**src/rtl/timekeeper_if.sv**
```systemverilog
// Control pulses and time/display outputs of the timekeeper, bundled for port grouping.
// The master side drives the pulses; the timekeeper sits on the slave side.
interface timekeeper_if;
    logic       set;
    logic       up;
    logic       down;
    logic       fmt_tog;
    logic [4:0] hour;
    logic [5:0] min;
    logic [5:0] sec;
    logic [4:0] disp_hour;
    logic       pm;
    logic       fmt12;
    logic [1:0] field;
    logic       sec_tick;
    logic       day_tick;

    modport master (
        output set, up, down, fmt_tog,
        input  hour, min, sec, disp_hour, pm, fmt12, field, sec_tick, day_tick
    );

    modport slave (
        input  set, up, down, fmt_tog,
        output hour, min, sec, disp_hour, pm, fmt12, field, sec_tick, day_tick
    );
endinterface

```
**src/rtl/timekeeper.sv**
```systemverilog
// Hours/minutes/seconds clock with a prescaler, a four-state set menu driven by
// set/up/down pulses, and a 12h/24h display decode.
module timekeeper #(
    parameter int TICKS_PER_SEC = 2500,
    parameter bit FMT12_DEFAULT = 1'b0
) (
    input  logic         clk,
    input  logic         reset,
    timekeeper_if.slave  bus
);
    localparam int CNT_W = (TICKS_PER_SEC > 1) ? $clog2(TICKS_PER_SEC) : 1;
    localparam logic [CNT_W-1:0] CNT_MAX = CNT_W'(TICKS_PER_SEC - 1);

    typedef enum logic [1:0] {
        RUN      = 2'd0,
        SET_HOUR = 2'd1,
        SET_MIN  = 2'd2,
        SET_SEC  = 2'd3
    } state_t;

    state_t           state_reg;
    logic [CNT_W-1:0] cnt_reg;
    logic [4:0]       hour_reg;
    logic [5:0]       min_reg;
    logic [5:0]       sec_reg;
    logic             fmt12_reg;
    logic             sec_tick_reg;
    logic             day_tick_reg;
    logic [4:0]       disp_hour_next;

    // A set pulse wins over up/down, and up+down together cancel out.
    logic adj_up;
    logic adj_dn;
    assign adj_up = bus.up & ~bus.down & ~bus.set;
    assign adj_dn = bus.down & ~bus.up & ~bus.set;

    always_ff @(posedge clk or negedge reset) begin
        if (!reset) begin
            state_reg    <= RUN;
            cnt_reg      <= '0;
            hour_reg     <= '0;
            min_reg      <= '0;
            sec_reg      <= '0;
            fmt12_reg    <= FMT12_DEFAULT;
            sec_tick_reg <= 1'b0;
            day_tick_reg <= 1'b0;
        end else begin
            sec_tick_reg <= 1'b0;
            day_tick_reg <= 1'b0;
            if (bus.fmt_tog)
                fmt12_reg <= ~fmt12_reg;

            if (bus.set) begin
                // Leaving or entering a set state always restarts the prescaler.
                cnt_reg <= '0;
                case (state_reg)
                    RUN:      state_reg <= SET_HOUR;
                    SET_HOUR: state_reg <= SET_MIN;
                    SET_MIN:  state_reg <= SET_SEC;
                    default:  state_reg <= RUN;
                endcase
            end else begin
                case (state_reg)
                    RUN: begin
                        if (cnt_reg == CNT_MAX) begin
                            cnt_reg      <= '0;
                            sec_tick_reg <= 1'b1;
                            if (sec_reg == 6'd59) begin
                                sec_reg <= '0;
                                if (min_reg == 6'd59) begin
                                    min_reg <= '0;
                                    if (hour_reg == 5'd23) begin
                                        hour_reg     <= '0;
                                        day_tick_reg <= 1'b1;
                                    end else begin
                                        hour_reg <= hour_reg + 5'd1;
                                    end
                                end else begin
                                    min_reg <= min_reg + 6'd1;
                                end
                            end else begin
                                sec_reg <= sec_reg + 6'd1;
                            end
                        end else begin
                            cnt_reg <= cnt_reg + CNT_W'(1);
                        end
                    end
                    SET_HOUR: begin
                        cnt_reg <= '0;
                        if (adj_up)
                            hour_reg <= (hour_reg == 5'd23) ? 5'd0 : hour_reg + 5'd1;
                        else if (adj_dn)
                            hour_reg <= (hour_reg == 5'd0) ? 5'd23 : hour_reg - 5'd1;
                    end
                    SET_MIN: begin
                        cnt_reg <= '0;
                        if (adj_up)
                            min_reg <= (min_reg == 6'd59) ? 6'd0 : min_reg + 6'd1;
                        else if (adj_dn)
                            min_reg <= (min_reg == 6'd0) ? 6'd59 : min_reg - 6'd1;
                    end
                    default: begin
                        cnt_reg <= '0;
                        if (adj_up || adj_dn)
                            sec_reg <= '0;
                    end
                endcase
            end
        end
    end

    // Display decode is a pure function of registered hour and flag, so it never lags hour.
    always_comb begin
        disp_hour_next = hour_reg;
        if (fmt12_reg) begin
            if (hour_reg == 5'd0)
                disp_hour_next = 5'd12;
            else if (hour_reg > 5'd12)
                disp_hour_next = hour_reg - 5'd12;
        end
    end

    assign bus.hour      = hour_reg;
    assign bus.min       = min_reg;
    assign bus.sec       = sec_reg;
    assign bus.disp_hour = disp_hour_next;
    assign bus.pm        = fmt12_reg & (hour_reg >= 5'd12);
    assign bus.fmt12     = fmt12_reg;
    assign bus.field     = state_reg;
    assign bus.sec_tick  = sec_tick_reg;
    assign bus.day_tick  = day_tick_reg;
endmodule
```
**src/flat_wrapper.sv**
```systemverilog
// flat-port wrapper written by rule: the top's interface ports become plain ports
module timekeeper_flat 
#(
    parameter int TICKS_PER_SEC = 2500,
    parameter bit FMT12_DEFAULT = 1'b0
)
  (clk, reset, bus_set, bus_up, bus_down, bus_fmt_tog, bus_hour, bus_min, bus_sec, bus_disp_hour, bus_pm, bus_fmt12, bus_field, bus_sec_tick, bus_day_tick);
  timekeeper_if bus_i ();
  input  logic clk;
  input  logic reset;
  input wire logic [$bits(bus_i.set)-1:0] bus_set;
  input wire logic [$bits(bus_i.up)-1:0] bus_up;
  input wire logic [$bits(bus_i.down)-1:0] bus_down;
  input wire logic [$bits(bus_i.fmt_tog)-1:0] bus_fmt_tog;
  output wire logic [$bits(bus_i.hour)-1:0] bus_hour;
  output wire logic [$bits(bus_i.min)-1:0] bus_min;
  output wire logic [$bits(bus_i.sec)-1:0] bus_sec;
  output wire logic [$bits(bus_i.disp_hour)-1:0] bus_disp_hour;
  output wire logic [$bits(bus_i.pm)-1:0] bus_pm;
  output wire logic [$bits(bus_i.fmt12)-1:0] bus_fmt12;
  output wire logic [$bits(bus_i.field)-1:0] bus_field;
  output wire logic [$bits(bus_i.sec_tick)-1:0] bus_sec_tick;
  output wire logic [$bits(bus_i.day_tick)-1:0] bus_day_tick;
  assign bus_i.set = bus_set;
  assign bus_i.up = bus_up;
  assign bus_i.down = bus_down;
  assign bus_i.fmt_tog = bus_fmt_tog;
  assign bus_hour = bus_i.hour;
  assign bus_min = bus_i.min;
  assign bus_sec = bus_i.sec;
  assign bus_disp_hour = bus_i.disp_hour;
  assign bus_pm = bus_i.pm;
  assign bus_fmt12 = bus_i.fmt12;
  assign bus_field = bus_i.field;
  assign bus_sec_tick = bus_i.sec_tick;
  assign bus_day_tick = bus_i.day_tick;
  timekeeper #(.TICKS_PER_SEC(TICKS_PER_SEC), .FMT12_DEFAULT(FMT12_DEFAULT)) u_core (.clk(clk), .reset(reset), .bus(bus_i));
endmodule
```
**config.mk**
```make
export PLATFORM = sky130hd
export DESIGN_NAME = timekeeper_flat
export DESIGN_NICKNAME = d
export VERILOG_FILES = /design/src/rtl/timekeeper_if.sv /design/src/rtl/timekeeper.sv /design/src/flat_wrapper.sv
export SDC_FILE = /design/constraint.sdc
export NUM_CORES = 1
export LEC_CHECK = 0
export ABC_AREA = 0
export CAP_MARGIN = 20
export CORE_UTILIZATION = 45
export DETAILED_ROUTE_END_ITERATION = 8
export PLACE_DENSITY = 0.69
export SYNTH_ARGS = -nofsm -noshare
export SYNTH_HDL_FRONTEND = slang
export SYNTH_SLANG_ARGS = --single-unit
```
**constraint.sdc**
```tcl
create_clock -name clk -period 5.2 [get_ports clk]
set_input_delay 1.04 -clock clk [delete_from_list [all_inputs] [get_ports clk]]
set_output_delay 1.04 -clock clk [all_outputs]
set_load 0.03 [all_outputs]
```
# Word level (Yosys, flattened, before mapping)
# Index checks and enable logic that the tools add are counted.
# classes
div	0
shifts	0
muxes	35
addsub	7
n_reduce_logical	11
bitwise	10
n_mul	0
order_cmp	2
n_eq_ne	11
# op_table
operator	count
$mux 6	9
$mux 5	10
$mux 12	3
$pmux 6 s2	2
$add 12x1->12 const B	1
$add 6x1->6 const B	2
$eq 12x12->1 const B	1
$eq 6x6->1 const B	2
$pmux 5 s2	1
$mux 1	9
$logic_not 6->1	1
$ne 2x1->1 const B	3
$ne 3x1->1 const B	2
$pmux 2 s3	1
$reduce_and 6->1	1
$reduce_bool 2->1	3
$sub 6x1->6 const B	1
$add 5x1->5 const B	1
$and 1x1->1	5
$eq 5x5->1 const B	1
$ge 5x4->1 const B	1
$gt 5x4->1 const B	1
$logic_not 5->1	1
$not 1->1	5
9 further kinds	9
# word_totals
latch_bits	0
ram_bits	0
mem_bits_ro	0
ff_bits	34
output_inout_bits	28
mem_count	0

# Depth between registers and ports, before layout
# depth
word_depth	7
depth_mapped	8

# Least setup slack after synthesis
# No wires, ideal clock.
# synth_path
kind	register -> output
from	reg u_core.hour_reg[3] (netlist: u_core.bus.hour[3])
to	out bus_disp_hour[3]
path_stages_with_launch	6
arrival_time_ns	1.945
required_ns	4.160
path_slack_ns	2.215
path_cell_list	dfrtp_1 > ha_1 > a21oi_1 > o21ai_0 > nor2_1 > o21ai_0
# synth_between
elab_chain_len	4
# synth_lines
element	line_no	source
start: declaration	timekeeper.sv:23	logic [4:0] hour_reg;
start signal: assignment	timekeeper.sv:76	hour_reg <= hour_reg + 5'd1;
start signal: assignment	timekeeper.sv:91	hour_reg <= (hour_reg == 5'd23) ? 5'd0 : hour_reg + 5'd1;
start signal: assignment	timekeeper.sv:93	hour_reg <= (hour_reg == 5'd0) ? 5'd23 : hour_reg - 5'd1;
$sub 5x4->5 or $gt 5x4->1 (tied branches)	timekeeper.sv:119, timekeeper.sv:118	
$mux 5	timekeeper.sv:118	else if (hour_reg > 5'd12)
$mux 5	timekeeper.sv:116	if (hour_reg == 5'd0)
$mux 5 *	timekeeper.sv:115	if (fmt12_reg) begin
end: declaration	flat_wrapper.sv:18	output wire logic [$bits(bus_i.disp_hour)-1:0] bus_disp_hour;
# Every way passes the cells marked *; elsewhere a longest branch is shown, timed or not.

# Final worst setup path
# Same ends and word-level chain as after synthesis.

==> summary.log <==
[global_routing] GR Overflow Total 0
[synthesis] post-synth top area share 38.4%
[routing] routed vias 1948
[clock_network] level count of the clock H-tree 2
[synthesis] Seq cells post-synth 34
[sta] final setup violating endpoints 0
[global_routing] largest net degree at the start of global routing 35
[routing] number of iterations in the first detailed-routing pass 4
[synthesis] basic-gate share of the synthesized area counting and, or, nand and nor cells 24.3%
[final_layout] combined area of the multi-input logic cells 1290 um^2
[routing] DRC viols 0
[sta] Final Hold Violating Endpoints 0
[sta] FMAX 0.288 GHz
[synthesis] most instantiated cells after synthesis 34 x dfrtp_1, 25 x nand2_1, 25 x nor2_1
[clock_network] number of buffers inserted for hold repair after clock tree synthesis 0
[synthesis] xor and xnor area share after synthesis 5.93%
[power] peak ir drop on the vdd network 0.000324 V
[synthesis] area leader, netlist dfrtp_1
[routing] Antenna Nets Post-Route 0
[placement] HPWL after DPL 3560 um
[global_routing] number of global-route vias before repair 1804
[final_layout] synthesis-to-finish area growth 23.2%
[global_routing] number of antenna violations at the first check in global routing 0
[final_layout] proportion of layout cells with a drive suffix above 1 5.90%
[synthesis] async set-or-reset flop fraction in the synthesized netlist 100%
[clock_network] Clock Pin Slew Worst Setup and Hold Paths 0.08 ns
[sta] Final min period 3.47 ns
[routing] mean number of vias per cell 5.49
[min_path] worst hold stages 1
[synthesis] Synth Net Count 272
[setup_path] cell occurring most often along the worst timing path o21ai_0
[final_layout] number of flip-flops under the largest register name 12
[setup_path] arrival time of data at the critical path endpoint 2.43 ns
[final_layout] number of antenna repair diodes 0
[final_layout] fill cell instance count of the final layout 446
[clock_network] sink count of the clock tree 34
[setup_path] Critical Path Slowest Stage Cell clkdlybuf4s50_1
[clock_network] Clock Tree Root clkbuf_8
[final_layout] Net count, final 307
[synthesis] number of instances in the synthesized netlist 252
[clock_network] buffers inserted by post-CTS timing repair 0
[run] max-cap viol count 0
[sta] smallest setup slack after layout 1.73 ns
[synthesis] number of synthesized flops with an enable pin 0
[floorplanning] core area 4720 um^2
[setup_path] type of destination of the critical path output port
[synthesis] sequential area share after synthesis 38.4%
[power] power density cells 612 nW/um^2
[sta] post-route clock period utilization 66.7%
[synthesis] post-synthesis instance area 2220 um^2
[routing] drt initial violations 109
[power] switching power as a share of total power 48.0%
[setup_path] required arrival time at the worst endpoint 4.16 ns
[synthesis] unique cell type count in the Yosys netlist 52
[placement] number of I/O port buffers 33
[synthesis] combinational family with the most area after synthesis simple AND/OR/NAND/NOR gates
[sta] Relative slew margins 49.9%
[sta] transition time at the pin with the least slew margin 0.747 ns
[global_routing] wire length of the first global-routing pass 8460 um
[synthesis] mux cell area share after synthesis 1.81%
[sta] setup repair after global routing missed its margin no
[power] proportion of power drawn by the clock network 14.8%
[final_layout] Register Area 851 um^2
[synthesis] Compound-Gate Fraction of Synth Area 18.1%
[placement] placer congestion estimate 0.941
[global_routing] total global-route track usage 21.1%
[setup_path] Cell Chain, Critical Path ha_1 -> a21oi_1 -> o21ai_0 -> nor2_1 -> o21ai_0 -> clkdlybuf4s50_1
[setup_path] beginning of the worst register-to-register path u_core.bus.min[1]$_DFFE_PN0P_
[setup_path] crit-path max cell delay 0.71 ns
[sta] final count of pins violating max slew 0
[floorplanning] starting density of the core 46.9%
[setup_path] Worst Setup Path Type reg2out
[synthesis] most area-consuming cells after synthesis dfrtp_1 38%, ha_1 7.9%, nand2_1 4.2%, nor2_1 4.2%, o21ai_0 3.8%
[setup_path] nature of the critical path startpoint flop
[clock_network] clock buffer count from CTS 5
[routing] routed length per placed instance 14.1 um
[setup_path] maximum net fanout on the critical path 8
[synthesis] most frequently used flop master after synthesis dfrtp_1
[sta] accumulated negative setup slack 0 ns
[power] leakage power 1.13 nW
[run_status] outcome complete, no violations
[power] Flop pwr share 27.6%
[routing] Detailed Route WL 5000 um
[sta] worst-case clock skew 0.00914 ns
[clock_network] clock tree from TritonCTS built
[power] Psw 0.802 mW
[clock_network] clock latency on the worst-skew pair 0.29 ns
[power] Design Power 1.67 mW
[min_path] startpoint of the most critical hold path u_core.cnt_reg[0]$_DFF_PN0_
[power] internal power component 0.869 mW
[floorplanning] chip width 72.2 um
[synthesis] mean area per synthesized cell 8.79 um^2
[floorplanning] Core Rows 25
[clock_network] cts repair resizes 0
[synthesis] top-count cell post-synth dfrtp_1
[floorplanning] area enclosed by the die boundary 5210 um^2
[power] combinational share of power 57.6%
[floorplanning] chip height 72.2 um
[min_path] Hold WC Path Type reg2reg
[floorplanning] I/O pins 34
[clock_network] buffers from clock root to sink, at most 2
[synthesis] number of warnings issued by yosys 0
[setup_path] number of cells traversed by the worst register-to-register path 6
[setup_path] slack of the worst reg-to-reg path 2.88 ns
[min_path] hold path endpoint u_core.cnt_reg[0]$_DFF_PN0_
[setup_path] end of the worst register-to-register path u_core.bus.hour[1]$_DFFE_PN0P_
[placement] worst slack at placement 2.07 ns
[synthesis] Synth Area in Adders 7.91%
through the flow:
step                instances  cell area, um^2  utilization (%)  hold slack [ns]
CTS                       355             2730             57.8            0.488
global placement          347             2620             55.4            0.476
global route              355             2730             57.8            0.529
floorplan                 252             2220                -            0.448
finish                    355             2730             57.8            0.492
detailed placement        347             2620             55.4            0.476
layout by cell type, fill, tap and decap left out, types with 3 or more instances in the layout:
cell              n
dfrtp_1          34
clkdlybuf4s50_1  33
nand2_1          25
nor2_1           25
o21ai_0          17
inv_1            15
nand3_1          14
ha_1             14
a21oi_1          10
xnor2_1           8
xor2_1            7
and3_1            5
nor3_1            5
clkbuf_8          5
nand2b_1          4
nor2b_1           4
a31oi_1           4
mux2i_1           4
nor4_1            3
o22ai_1           3
nand4_1           3
o21a_1            3
nor3b_1           3
cells by family (layout without fill, tap and decap cells):
logic type | count (synthesis) | count (layout)
xor gates and xnor gates | 15 | 15
and+or+nand+nor | 104 | 104
adders and majority gates | 14 | 14
DFF | 34 | 34
muxes | 4 | 4
buffers and inverters | 21 | 57
AOI/OAI and AO/OA | 60 | 60
worst max-delay path, delay by kind of cell (launching register included):
kind | cells | cell delay, ns
AO/OA/AOI/OAI | 3 | 0.56
flip-flops | 1 | 0.49
buffers and inverters | 1 | 0.71
AND/OR/NAND/NOR | 1 | 0.07
adder cells (fa/ha/maj) | 1 | 0.30
area by class of cell:
cell class / count / area share, %
multi-input cells: 197 / 47.1
clock buffers: 5 / 2.52
clock inverters: 3 / 1.65
well taps: 67 / 3.07
flip-flops and latches: 34 / 31.2
inverters: 15 / 2.06
repair buffers: 34 / 12.4
power by group through the flow:
stage	clock network, mW	logic [mW]	registers, mW
global placement	0	0.954	0.462
CTS	0.256	0.964	0.458
global route	0.268	1.05	0.475
finish	0.247	0.963	0.461
floorplan	0	0.532	0.555
detailed placement	0	0.957	0.462
layer usage:
layer  GRT usage (%)  vias to the layer above  share of wire (%)
met1            26.9                      895                 45
met2            34.4                       63                 48
li1                -                      976                  -
met4            8.93                        0                2.1
met3            4.86                       14                4.6
met5               0                        -                  0
worst max-delay path by stage:
stage	startpoint	end	slack (ns)	depth (start not counted)
final	u_core.bus.hour[3]$_DFFE_PN0P_	bus_disp_hour[3]	1.73	6
after global routing	u_core.bus.hour[1]$_DFFE_PN0P_	bus_disp_hour[3]	1.58	7
after CTS	u_core.bus.hour[3]$_DFFE_PN0P_	bus_disp_hour[3]	1.74	6
after detailed placement	u_core.bus.hour[3]$_DFFE_PN0P_	bus_disp_hour[3]	2.07	6
after global placement	u_core.bus.hour[2]$_DFFE_PN0P_	bus_disp_hour[3]	2.11	6
after floorplan	u_core.bus.hour[3]$_DFFE_PN0P_	bus_disp_hour[3]	2.21	5
No activity file was read; power rests on OpenSTA's default activity.
